<file path="src/rtl/s2p_align.sv">
// s2p_align: MSB-first serial-to-parallel front end. Hunts bit-by-bit for a sync
// word, locks after SYNC_COUNT aligned syncs, then strobes out each non-sync word.
module s2p_align #(
  parameter int unsigned     BITS       = 8,
  parameter logic [BITS-1:0] SYNC_WORD  = BITS'(8'hBC),
  parameter int unsigned     SYNC_COUNT = 4
) (
  input  logic            clk,
  input  logic            reset_n,
  input  logic            data_in,
  output logic [BITS-1:0] data_out,
  output logic            valid_out,
  output logic            active
);

  localparam int unsigned        CNT_W       = $clog2(BITS);
  localparam int unsigned        SYNC_W      = $clog2(SYNC_COUNT + 1);
  localparam logic [CNT_W-1:0]   LAST_BIT    = CNT_W'(BITS - 1);
  localparam logic [SYNC_W-1:0]  SYNC_TARGET = SYNC_W'(SYNC_COUNT);
  localparam logic [SYNC_W-1:0]  SYNC_ONE    = SYNC_W'(1);
  localparam logic [CNT_W-1:0]   CNT_ONE     = CNT_W'(1);

  typedef enum logic [1:0] {
    ST_SEARCH = 2'd0,
    ST_COUNT  = 2'd1,
    ST_ACTIVE = 2'd2
  } state_t;

  state_t             state;
  state_t             state_nx;

  // Only BITS-1 history bits are kept; the incoming bit completes the word.
  logic [BITS-2:0]    sr;
  logic [BITS-2:0]    sr_nx;
  logic [CNT_W-1:0]   bit_cnt;
  logic [CNT_W-1:0]   bit_cnt_nx;
  logic [SYNC_W-1:0]  sync_cnt;
  logic [SYNC_W-1:0]  sync_cnt_nx;
  logic [BITS-1:0]    data_nx;
  logic               valid_nx;
  logic               active_nx;

  logic [BITS-1:0]    word;
  logic               sync_hit;
  logic               boundary;
  logic [SYNC_W-1:0]  sync_inc;

  assign word     = {sr, data_in};
  assign sync_hit = (word == SYNC_WORD);
  assign boundary = (bit_cnt == LAST_BIT);
  assign sync_inc = sync_cnt + SYNC_ONE;

  // State register.
  always_ff @(posedge clk or negedge reset_n) begin
    if (!reset_n) begin
      state <= ST_SEARCH;
    end else begin
      state <= state_nx;
    end
  end

  // Next-state logic: free hunt in SEARCH, word-boundary checks in COUNT.
  always_comb begin
    state_nx = state;
    case (state)
      ST_SEARCH: begin
        if (sync_hit) begin
          state_nx = (SYNC_COUNT == 1) ? ST_ACTIVE : ST_COUNT;
        end
      end
      ST_COUNT: begin
        if (boundary) begin
          if (!sync_hit) begin
            state_nx = ST_SEARCH;
          end else if (sync_inc == SYNC_TARGET) begin
            state_nx = ST_ACTIVE;
          end
        end
      end
      ST_ACTIVE: state_nx = ST_ACTIVE;
      default:   state_nx = ST_SEARCH;
    endcase
  end

  // Datapath and output next values; outputs are registered below.
  always_comb begin
    sr_nx       = word[BITS-2:0];
    bit_cnt_nx  = boundary ? '0 : bit_cnt + CNT_ONE;
    sync_cnt_nx = sync_cnt;
    data_nx     = data_out;
    valid_nx    = 1'b0;
    active_nx   = (state_nx == ST_ACTIVE);
    case (state)
      ST_SEARCH: begin
        bit_cnt_nx  = '0;
        sync_cnt_nx = sync_hit ? SYNC_ONE : '0;
      end
      ST_COUNT: begin
        if (boundary) begin
          sync_cnt_nx = sync_hit ? sync_inc : '0;
        end
      end
      ST_ACTIVE: begin
        // Sync words in lock are idle filler: no strobe, data holds.
        if (boundary && !sync_hit) begin
          data_nx  = word;
          valid_nx = 1'b1;
        end
      end
      default: begin
        bit_cnt_nx  = '0;
        sync_cnt_nx = '0;
      end
    endcase
  end

  always_ff @(posedge clk or negedge reset_n) begin
    if (!reset_n) begin
      sr        <= '0;
      bit_cnt   <= '0;
      sync_cnt  <= '0;
      data_out  <= '0;
      valid_out <= 1'b0;
      active    <= 1'b0;
    end else begin
      sr        <= sr_nx;
      bit_cnt   <= bit_cnt_nx;
      sync_cnt  <= sync_cnt_nx;
      data_out  <= data_nx;
      valid_out <= valid_nx;
      active    <= active_nx;
    end
  end

endmodule

</file>
<file path="config.mk">
export PLATFORM = sky130hd
export DESIGN_NAME = s2p_align
export DESIGN_NICKNAME = d
export VERILOG_FILES = /design/src/rtl/s2p_align.sv
export SDC_FILE = /design/constraint.sdc
export NUM_CORES = 1
export LEC_CHECK = 0
export CORE_UTILIZATION = 40
export DETAILED_ROUTE_END_ITERATION = 16
export HOLD_SLACK_MARGIN = 0.03
export PLACE_DENSITY_LB_ADDON = 0.25
export SLEW_MARGIN = 40
export SYNTH_ARGS = -nofsm -noshare
export SYNTH_HDL_FRONTEND = slang
export SYNTH_SLANG_ARGS = --single-unit
</file>
<file path="constraint.sdc">
create_clock -name clk -period 5.3 [get_ports clk]
set_clock_uncertainty 0.1 [all_clocks]
set_input_delay 0.53 -clock clk [delete_from_list [all_inputs] [get_ports clk]]
set_output_delay 0.53 -clock clk [all_outputs]
set_load 0.1 [all_outputs]
</file>
==> out/metrics.yaml <==
first_pass_iters: 4
gp_congestion: 0.8908
hold_class: "primary input to async pin"
worst-path-max-fanout: 9
ys_warn_count: 0
wl_met1_um: 851
power.density_mw_per_mm2: 257.6
max_freq_mhz: 451.5
synth_top_area_frac: 0.5556
leakagePower_nw: 0.6058
synth_top_family_by_area: "simple AND/OR/NAND/NOR gates"
rsz0062_at_grt: "false"
portBuffers: 12
cts_buffer_depth: 2
worstMarginPinSlew_ns: 0.5527
fin_util: 0.4829
avgSynthCellArea_um2: 14.25
muxShareOfSynthArea: 0.1067
drive_gt1_frac: 0.3118
vias: 643
die_h_um: 55.06
finalSetupViolCount: 0
synthToLayoutAreaGrowth_pct: 10.11
crit_type: "primary input to flop"
rows: 18
wl_per_cell_um: 13.72
cts_resized: 0
place_ws_ns: 2.747
cp-end-kind: "flop"
finalPower_uw: 319.4
start_kind: "primary input"
drt_iter0_markers: 7
antenna_found_initial: 0
drc: 0
nets: 105
yosys.area_share.simple: 0.1156
top_layer: "met4"
finalHoldViolCount: 0
grt_pass1_wl_um: 2794
ys_seq_elements: 25
cts_setup_buffers: 0
vias_per_cell: 5.228
tritoncts: "yes"
synth_area_leader_cell: "dfrtp_1"
ios: 13
syn-instance-count: 79
grt_remaining_overflow: 0
min_period_ns: 2.215
synth-xor-area-share: 0.007778
synth_fa_ha_area_frac: 0.08889
start_util: 0.4386
status: "finished, final reports clean"
wl_met2_um: 777
wirelength_um: 1688
min_period_over_period: 0.4179
grt_max_degree: 26
synth_area_mm2: 0.001126
ys_types: 31
coreArea_mm2: 0.002567
maxCapViolCount: 0
htreeDepth: 1
numCtsBuffers: 3
slew_violations: 0
synth_area_leaders: "dfrtp_1 56%, mux2_4 11%, ha_1 8.9%"
vdd_drop_max_mv: 0.1909
path_clk_slew_ns: 0.13
cts_root_buf: "clkbuf_4"
setup_slack_ns: 3.085
grt_pass1_vias: 629
postRouteAntennaNets: 0
grt_use_total: 0.1350
arrival_ns: 2.32
antenna_cells: 0
slew_headroom: 0.6316
cts.sinks: 25
die_x_um: 55.06
die-area_mm2: 0.003032
hold_buffers: 0
wl_met3_um: 47
tns_ns: 0
critPathRequiredTime_ns: 5.40
ys_seq_area_frac: 0.5556
clk_latency_ns: 0.31
synth_fp_nets: 90
place_hpwl_um: 1242
synth-compound-area-share: 0.09444
[layout by cell type, fill, tap and decap left out]
master	count
mux2_4	8
nand2_1	1
and3_1	1
inv_1	4
inv_2	1
o31ai_1	1
nand4bb_2	1
a21bo_2	1
a21oi_1	2
o21ai_2	1
nand2b_1	1
nor2b_1	2
clkbuf_4	3
a32o_1	1
o211ai_1	1
a31o_1	1
nand4b_2	1
nand4b_1	2
nor3b_1	1
nand3_1	2
buf_2	11
o2111a_1	1
o211a_1	1
nor3_2	1
dfrtp_1	25
clkinv_2	1
xor2_1	1
o21ai_0	1
ha_1	8
a22o_1	2
clkdlybuf4s50_1	1
and2_1	2
or2_1	2
[cells in the mapped netlist]
| library cell | count |
|---|---|
| ha_1 | 8 |
| dfrtp_1 | 25 |
| nand2_1 | 1 |
| o21ai_2 | 1 |
| nor3b_1 | 1 |
| o31ai_1 | 1 |
| nor3_2 | 1 |
| a21oi_1 | 2 |
| a22o_1 | 2 |
| and2_1 | 2 |
| nand2b_1 | 1 |
| o211ai_1 | 1 |
| o2111a_1 | 1 |
| mux2_4 | 8 |
| o21ai_0 | 1 |
| buf_2 | 1 |
| a31o_1 | 1 |
| o211a_1 | 1 |
| and3_1 | 1 |
| or2_1 | 2 |
| nand4b_2 | 1 |
| nand4b_1 | 2 |
| nand3_1 | 2 |
| nand4bb_2 | 1 |
| xor2_1 | 1 |
| nor2b_1 | 2 |
| buf_6 | 1 |
| a32o_1 | 1 |
| inv_1 | 4 |
| inv_2 | 1 |
| a21bo_2 | 1 |
[layout make-up]
type / count / area (um2)
Fill cell: 237 / 1328
Sequential cell: 25 / 625.6
Multi-Input combinational cell: 47 / 465.4
Timing Repair Buffer: 12 / 65.06
Tap cell: 30 / 37.54
Clock buffer: 3 / 22.52
Inverter: 5 / 18.77
Clock inverter: 1 / 5.005
[per-layer routing]
metal  vias to the layer above  global-route usage
met5                         -                   0
met4                         0             0.07500
met3                         2             0.02459
met2                         7              0.2149
met1                       320              0.1721
li1                        314                   -
[stage by stage]
step	std cells	hold WS (ns)	area (um2)
2_1_floorplan	79	0.1344	1126
3_3_place_gp	119	0.2837	1267
3_5_place_dp	119	0.2904	1212
4_1_cts	123	0.09340	1240
5_1_grt	123	0.1098	1240
6_report	123	0.08185	1240
[critical path: stages]
cell             delay (ns)
clkdlybuf4s50_1        0.43
nand4bb_2              0.33
o21ai_2                0.20
or2_1                  0.48
mux2_4                 0.34
[worst paths after layout]
check | from | to | slack (ns) | cells past startpoint
worst max-delay path | data_in | data_out[0] | 3.08 | 5
max in group asynchronous | reset_n | data_out[0] | 4.66 | 1
min in group clk | sr[0] | sr[1] | 0.32 | 0
worst min register to register | sr[0] | sr[1] | 0.32 | 0
worst max register to register | bit_cnt[0] | data_out[0] | 3.25 | 5
worst min-delay path | reset_n | data_out[7] | 0.08 | 1
[power breakdown]
| group | internal [mW] | switching (mW) | total, mW |
|---|---|---|---|
| combinational | 0.00797 | 0.0303 | 0.0383 |
| sequential | 0.197 | 0.00404 | 0.201 |
| clock | 0.0281 | 0.0524 | 0.0805 |
| total | 0.233 | 0.0867 | 0.319 |
[cells by family (layout without fill, tap and decap cells)]
group / count (synthesis) / in the layout
compound gates: 13 / 13
xor+xnor: 1 / 1
fa+ha+maj: 8 / 8
buf+inv: 7 / 21
flops: 25 / 25
mux: 8 / 8
simple gates: 17 / 17
[flip-flops by register name, summed over array words and instances (netlist names)]
register   count
bit_cnt        3
state          2
valid_out      1
sr             7
active         1
data_out       8
sync_cnt       3
Power figures use the tool's default switching activity.
